<file path="src/rtl/div_req_sched.sv">
// Request scheduler in front of a start/done serial divider: FIFO-buffers tagged
// requests, issues them one at a time, and resolves divide-by-zero locally.
// Optional macro DIVSCHED_FASTPATH_EN also resolves divisor==1 and dividend<divisor locally.
module div_req_sched #(
    parameter int DW    = 16,
    parameter int TAG_W = 4,
    parameter int DEPTH = 4
) (
    input  logic             clk,
    input  logic             rst,
    input  logic             req_valid,
    output logic             req_ready,
    input  logic [DW-1:0]    req_dividend,
    input  logic [DW-1:0]    req_divisor,
    input  logic [TAG_W-1:0] req_tag,
    output logic             div_start,
    output logic [DW-1:0]    div_dividend,
    output logic [DW-1:0]    div_divisor,
    input  logic             div_done,
    input  logic [DW-1:0]    div_quotient,
    input  logic [DW-1:0]    div_remainder,
    output logic             rsp_valid,
    input  logic             rsp_ready,
    output logic [DW-1:0]    rsp_quotient,
    output logic [DW-1:0]    rsp_remainder,
    output logic [TAG_W-1:0] rsp_tag,
    output logic             rsp_dbz,
    output logic             busy
);
    localparam int PW = (DEPTH > 1) ? $clog2(DEPTH) : 1;

    typedef enum logic [1:0] {
        IDLE  = 2'd0,
        ISSUE = 2'd1,
        WAIT  = 2'd2,
        RESP  = 2'd3
    } state_t;

    state_t             state_q;
    logic [DW-1:0]      fifo_dvd_q [DEPTH];
    logic [DW-1:0]      fifo_dvs_q [DEPTH];
    logic [TAG_W-1:0]   fifo_tag_q [DEPTH];
    logic [PW-1:0]      wr_ptr_q;
    logic [PW-1:0]      rd_ptr_q;
    logic [PW:0]        count_q;
    logic [PW:0]        count_d;
    logic               req_ready_q;
    logic               div_start_q;
    logic [DW-1:0]      div_dividend_q;
    logic [DW-1:0]      div_divisor_q;
    logic               rsp_valid_q;
    logic [DW-1:0]      rsp_quotient_q;
    logic [DW-1:0]      rsp_remainder_q;
    logic [TAG_W-1:0]   rsp_tag_q;
    logic               rsp_dbz_q;
    logic               push_s;
    logic               pop_s;
    logic [DW-1:0]      head_dvd_s;
    logic [DW-1:0]      head_dvs_s;
    logic [TAG_W-1:0]   head_tag_s;

    assign push_s     = req_valid && req_ready_q;
    // The head leaves the FIFO only when its response handshakes, keeping responses in order.
    assign pop_s      = (state_q == RESP) && rsp_ready;
    assign head_dvd_s = fifo_dvd_q[rd_ptr_q];
    assign head_dvs_s = fifo_dvs_q[rd_ptr_q];
    assign head_tag_s = fifo_tag_q[rd_ptr_q];

    // Next FIFO occupancy from push/pop.
    always_comb begin
        count_d = count_q;
        if (push_s && !pop_s) begin
            count_d = count_q + (PW+1)'(1);
        end else if (pop_s && !push_s) begin
            count_d = count_q - (PW+1)'(1);
        end else begin
            count_d = count_q;
        end
    end

    // FIFO storage write port.
    always_ff @(posedge clk) begin
        if (push_s) begin
            fifo_dvd_q[wr_ptr_q] <= req_dividend;
            fifo_dvs_q[wr_ptr_q] <= req_divisor;
            fifo_tag_q[wr_ptr_q] <= req_tag;
        end
    end

    // FIFO pointers, occupancy and registered ready.
    always_ff @(posedge clk) begin
        if (rst) begin
            wr_ptr_q    <= '0;
            rd_ptr_q    <= '0;
            count_q     <= '0;
            req_ready_q <= 1'b1;
        end else begin
            if (push_s) begin
                wr_ptr_q <= wr_ptr_q + PW'(1);
            end
            if (pop_s) begin
                rd_ptr_q <= rd_ptr_q + PW'(1);
            end
            count_q     <= count_d;
            req_ready_q <= (count_d != (PW+1)'(DEPTH));
        end
    end

    // Scheduler FSM with registered divider and response outputs.
    always_ff @(posedge clk) begin
        if (rst) begin
            state_q         <= IDLE;
            div_start_q     <= 1'b0;
            div_dividend_q  <= '0;
            div_divisor_q   <= '0;
            rsp_valid_q     <= 1'b0;
            rsp_quotient_q  <= '0;
            rsp_remainder_q <= '0;
            rsp_tag_q       <= '0;
            rsp_dbz_q       <= 1'b0;
        end else begin
            case (state_q)
                IDLE: begin
                    div_start_q <= 1'b0;
                    if (count_q == '0) begin
                        state_q <= IDLE;
                    end else if (head_dvs_s == '0) begin
                        rsp_quotient_q  <= '1;
                        rsp_remainder_q <= head_dvd_s;
                        rsp_tag_q       <= head_tag_s;
                        rsp_dbz_q       <= 1'b1;
                        rsp_valid_q     <= 1'b1;
                        state_q         <= RESP;
`ifdef DIVSCHED_FASTPATH_EN
                    end else if (head_dvs_s == DW'(1)) begin
                        rsp_quotient_q  <= head_dvd_s;
                        rsp_remainder_q <= '0;
                        rsp_tag_q       <= head_tag_s;
                        rsp_dbz_q       <= 1'b0;
                        rsp_valid_q     <= 1'b1;
                        state_q         <= RESP;
                    end else if (head_dvd_s < head_dvs_s) begin
                        rsp_quotient_q  <= '0;
                        rsp_remainder_q <= head_dvd_s;
                        rsp_tag_q       <= head_tag_s;
                        rsp_dbz_q       <= 1'b0;
                        rsp_valid_q     <= 1'b1;
                        state_q         <= RESP;
`endif
                    end else begin
                        div_dividend_q <= head_dvd_s;
                        div_divisor_q  <= head_dvs_s;
                        div_start_q    <= 1'b1;
                        state_q        <= ISSUE;
                    end
                end
                ISSUE: begin
                    div_start_q <= 1'b0;
                    state_q     <= WAIT;
                end
                WAIT: begin
                    // A done pulse is only meaningful here; elsewhere it is ignored.
                    if (div_done) begin
                        rsp_quotient_q  <= div_quotient;
                        rsp_remainder_q <= div_remainder;
                        rsp_tag_q       <= head_tag_s;
                        rsp_dbz_q       <= 1'b0;
                        rsp_valid_q     <= 1'b1;
                        state_q         <= RESP;
                    end else begin
                        state_q <= WAIT;
                    end
                end
                RESP: begin
                    if (rsp_ready) begin
                        rsp_valid_q <= 1'b0;
                        state_q     <= IDLE;
                    end else begin
                        state_q <= RESP;
                    end
                end
                default: begin
                    div_start_q <= 1'b0;
                    rsp_valid_q <= 1'b0;
                    state_q     <= IDLE;
                end
            endcase
        end
    end

    assign req_ready     = req_ready_q;
    assign div_start     = div_start_q;
    assign div_dividend  = div_dividend_q;
    assign div_divisor   = div_divisor_q;
    assign rsp_valid     = rsp_valid_q;
    assign rsp_quotient  = rsp_quotient_q;
    assign rsp_remainder = rsp_remainder_q;
    assign rsp_tag       = rsp_tag_q;
    assign rsp_dbz       = rsp_dbz_q;
    assign busy          = (count_q != '0) || (state_q != IDLE);

endmodule

</file>
<file path="config.mk">
export PLATFORM = sky130hd
export DESIGN_NAME = div_req_sched
export DESIGN_NICKNAME = d
export VERILOG_FILES = /design/src/rtl/div_req_sched.sv
export SDC_FILE = /design/constraint.sdc
export NUM_CORES = 1
export LEC_CHECK = 0
export ABC_AREA = 1
export BUFFER_PORTS_ARGS = -buffer_cell sky130_fd_sc_hd__buf_4
export CAP_MARGIN = 20
export CORE_UTILIZATION = 51
export DETAILED_ROUTE_END_ITERATION = 10
export GPL_TIMING_DRIVEN = 0
export PLACE_DENSITY_LB_ADDON = 0.12
export SLEW_MARGIN = 25
export SYNTH_ARGS = -nofsm -noshare
export SYNTH_HDL_FRONTEND = slang
export SYNTH_SLANG_ARGS = --single-unit
</file>
<file path="constraint.sdc">
create_clock -name clk -period 2.7 [get_ports clk]
set_input_delay 0.405 -clock clk [delete_from_list [all_inputs] [get_ports clk]]
set_output_delay 0.405 -clock clk [all_outputs]
set_load 0.01 [all_outputs]
</file>
# After elaboration in Yosys (flattened, before gate mapping)
# Memories as Yosys holds them, arrays and structs flattened. A register that Yosys moved wholly into a read port is not among the register bits.
# Index checks and enable logic that the tools add are counted.
# word_totals
ff_bits	81
latchBits	0
ramBits	144
mem_bits_ro	0
input_bits	73
output_inout_bits	73
elab_cells	85
memories	3
# op_classes
addsub	4
multipliers	0
n_div	0
order_cmp	0
eq_ne	8
shift	0
mux	37
n_bitwise	2
reduce_logical	18
# mem_list
name	depth	width	rd	rd_clocked_by_memory_dff	write_ports	line	rtl
fifo_dvd_q	4	16	1	1	1	40	logic [DW-1:0] fifo_dvd_q [DEPTH];
fifo_dvs_q	4	16	1	1	1	41	logic [DW-1:0] fifo_dvs_q [DEPTH];
fifo_tag_q	4	4	1	1	1	42	logic [TAG_W-1:0] fifo_tag_q [DEPTH];
# ops
cell	count
$mux W16	6
$pmux W16 S2	2
$mux W2	9
$logic_not A16 Y1	1
$mux W4	3
$mux W1	10
$ne A2 B2 Y1 const B	4
$pmux W2 S4	1
$pmux W4 S2	1
$mux W3	2
$reduce_bool A2 Y1	3
$reduce_bool A3 Y1	2
$reduce_and A5 Y1	1
$add A2 B1 Y2 const B	2
$eq A2 B2 Y1 const B	2
$logic_and A1 B1 Y1	4
$pmux W1 S2	2
$reduce_and A4 Y1	1
$add A3 B1 Y3 const B	1
$logic_not A3 Y1	1
$ne A3 B3 Y1 const B	1
$pmux W1 S3	1
$reduce_and A3 Y1	1
$sub A3 B1 Y3 const B	1
other kinds (5)	7

# Longest topological paths before layout
# logic_depth
depth_word	6
mapped_depth	14
ltp_nobuf	11

# Worst setup path after synthesis
# Ideal clock, no wire load.
# synth_timing
path_kind	reg2reg
start	register wr_ptr_q[0]
end	memory fifo_dvd_q[2][0], enable pin
setup_ps	429
t_arrival_ps	2104
t_required_ps	2271
setup_slack_ps	167
path_stages_with_launch	5
n_path_buf	0
synth_period_minus_slack_ps	2533
cell_sequence	dfxtp_1 -> inv_1 -> ha_1 -> inv_1 -> nor2_1
# synth_rtl
item	line	rtl
start, declared	43	logic [PW-1:0] wr_ptr_q;
start signal, assigned	99	wr_ptr_q <= wr_ptr_q + PW'(1);
end, declared	40	
# No word-level cell before the write port.

==> run metrics <==
static leakage=4.63 nW; starting DRC count in detailed routing=525; cells on worst reg2reg path=13; first-pass GRT wire length=33.9 mm; Routability Congestion=0.798; Compound-Gate Fraction of Synth Area=10.9%; area share of the largest cell type after synthesis=48.1%; CTS buffer count=24; Clock Latency Late Sink=520 ps; layout cells sized above 1=21.6%; Post-CTS Setup Inserts=0; register bit total from synthesis=227; HPWL after DPL=15.0 mm; CP max FO=10; Switch Pwr=2.19 mW; CTS tree=built; router iterations before antenna repair=5; WL per Instance=16.9 um; Power Density=766 nW/um2; XOR/XNOR Fraction of Synth Area=0.0975%; Top Ports=146; Placed Area=10500 um2; H-tree Lvls=1; Worst Path Required=3140 ps; CP Capture Point=div_divisor[10]; # rows=48; Longest Clk Path Bufs=3; Yosys warnings=0; syn avg cell area=10.2 um2; Worst R2R Setup Slack=280 ps; vias in the first global route=6475; sw frac=25.3%; combinational family with the most area after synthesis=simple AND/OR/NAND/NOR gates; Max-Cap Viols=0; synthesis-to-layout area growth=26.1%; Final ANT Viol Nets=0; Max Slew Vio Count=0; post-synthesis mux area share=0%; max_slew headroom=53.5%; Slew @ Worst Pin=695 ps; number of I/O port buffers=145; CTS clk-pin slew, worst paths=60 ps; fmax=0.414 GHz; Final #Nets=1140; Min-Delay Path Class=primary input to flop; Crit path arrival time=2860 ps; clk_skew=13.0 ps; root buffer cell=clkbuf_16; Synth area leaders=edfxtp_1 48%, dfxtp_1 18%, nand2_1 8.4%; status=finished, final reports clean; CTS Hold Buffers Added=0; P_int=6.49 mW; Hold WS=88.6 ps; Core Box Area=17200 um2; Syn Inst Count=883; Design Area, Final=11300 um2; die area=18200 um2; clock sink count=227; largest net degree at the start of global routing=22; startpoint types=flop; Post-Syn Nets=963; final setup vio count=0; Worst Path Class, Setup=flop to flop; register area share after synthesis=66.6%; post-cts sizing count=0; fin crit share=89.5%; Remaining DRCs=0; Initial Utilization=52.1%; initial antenna violation count=0; element type at the critical path end=flop; unrepaired setup endpoints after global routing=false; Routed WL=22.0 mm; post-synthesis cell type count=27; VDD IR max=0.494 mV; crit path time final=2420 ps; Die H=135 um; Chip Width=135 um; Syn Std Cell Area=8990 um2; Seq pwr share=46.9%; clock share of power=38.0%; post-DR vias/cell=5.21; gr ovfl total=0; antenna diode count=0; Tot GR Track Use=24.3%; Vias=6790; RR Endpoint=div_divisor[10]; Adder-Cell Fraction of Synth Area=0.975%; final hold viol count=0; Synth area leader=edfxtp_1; simple-gate portion of the synthesized area=16.0%; Comb pwr share=15.2%
[sequential cells by signal (all words and copies together), names as in the netlist, 3 cells and up, named ones only]
signal         flops
fifo_tag_q        16
rsp_remainder     16
count_q            3
fifo_dvs_q        64
rsp_tag            4
div_dividend      16
rsp_quotient      16
fifo_dvd_q        64
div_divisor       16
[per-layer routing]
layer	vias to the layer above	global-route usage, %	share of wire [%]
met1	3156	33.3	43
met3	37	3.45	7.8
met5	-	0	0
met4	0	8.55	2.7
li1	3336	-	-
met2	261	39.7	47
[worst min path at each step]
stage                                 from                end  slack [ps]  cells past startpoint
after floorplan                 count_q[2]         count_q[2]         440                      1
after global placement             rsp_dbz            rsp_dbz         440                      2
after detailed placement   rsp_quotient[4]    rsp_quotient[4]         440                      2
after CTS                   req_divisor[0]   fifo_dvs_q[1][0]          80                      1
after global routing      req_dividend[10]  fifo_dvd_q[3][10]          80                      1
final                      req_dividend[9]   fifo_dvd_q[0][9]          90                      1
[critical path: stages, from the launching register on]
cell and delay [ps]:
dfxtp_1 300, buf_2 250, inv_2 170, buf_6 180, nand3_1 120, nand2_1 70
nand2_1 70, nor2_1 60, nand2_2 170, nor2_1 80, nor2_2 280, clkbuf_2 350
o21ai_0 120, nor2_1 130
[placed cells by master (no fill, tap or decap), drive strengths merged, types with 2 or more instances in the layout]
| cell | n |
|---|---|
| nand2 | 205 |
| buf | 178 |
| edfxtp | 144 |
| nor2 | 97 |
| dfxtp | 83 |
| o21ai | 83 |
| a21oi | 75 |
| inv | 62 |
| clkbuf | 57 |
| nand3 | 56 |
| o22ai | 20 |
| ha | 7 |
| clkinv | 6 |
| bufinv | 2 |
[layout make-up]
cell class | count | area, um2
Buffer | 48 | 253
Timing Repair Buffer | 151 | 1230
Sequential cell | 227 | 5990
Tap cell | 225 | 282
Multi-Input combinational cell | 546 | 2540
Fill cell | 1383 | 5900
Clock buffer | 36 | 717
Inverter | 62 | 235
Clock inverter | 8 | 85.1
[power by group through the flow]
stage | sequential (mW) | clock (mW) | combinational (mW)
after CTS | 4.07 | 3.34 | 1.32
after global placement | 4.15 | 0 | 1.26
after detailed placement | 4.14 | 0 | 1.31
final | 4.07 | 3.30 | 1.32
after floorplan | 4.19 | 0 | 0.640
after global routing | 4.09 | 3.48 | 1.45
[logic make-up after synthesis]
family	count (synthesis)
buffers and inverters	110
adders and majority gates	7
and+or+nand+nor	359
xor gates and xnor gates	1
DFF	227
AOI/OAI and AO/OA	179
[per-stage QoR]
stage | utilization, % | setup WS (ps) | std cells | total power [mW] | setup TNS, ps
floorplan | - | 167 | 883 | 4.83 | 0
global placement | 60.1 | -1290 | 1253 | 5.40 | -176110
detailed placement | 61.1 | 366 | 1259 | 5.45 | 0
CTS | 65.8 | 327 | 1303 | 8.74 | 0
global route | 65.8 | 75.8 | 1303 | 9.03 | 0
finish | 65.8 | 284 | 1303 | 8.68 | 0
[cell usage after synthesis (all sizes together)]
| master | count |
|---|---|
| a21oi | 75 |
| buf | 27 |
| clkbuf | 21 |
| dfxtp | 83 |
| edfxtp | 144 |
| ha | 7 |
| inv | 62 |
| nand2 | 205 |
| nand3 | 56 |
| nor2 | 97 |
| nor3 | 1 |
| o21a | 1 |
| o21ai | 83 |
| o22ai | 20 |
| xor2 | 1 |
Power figures use the tool's default switching activity.
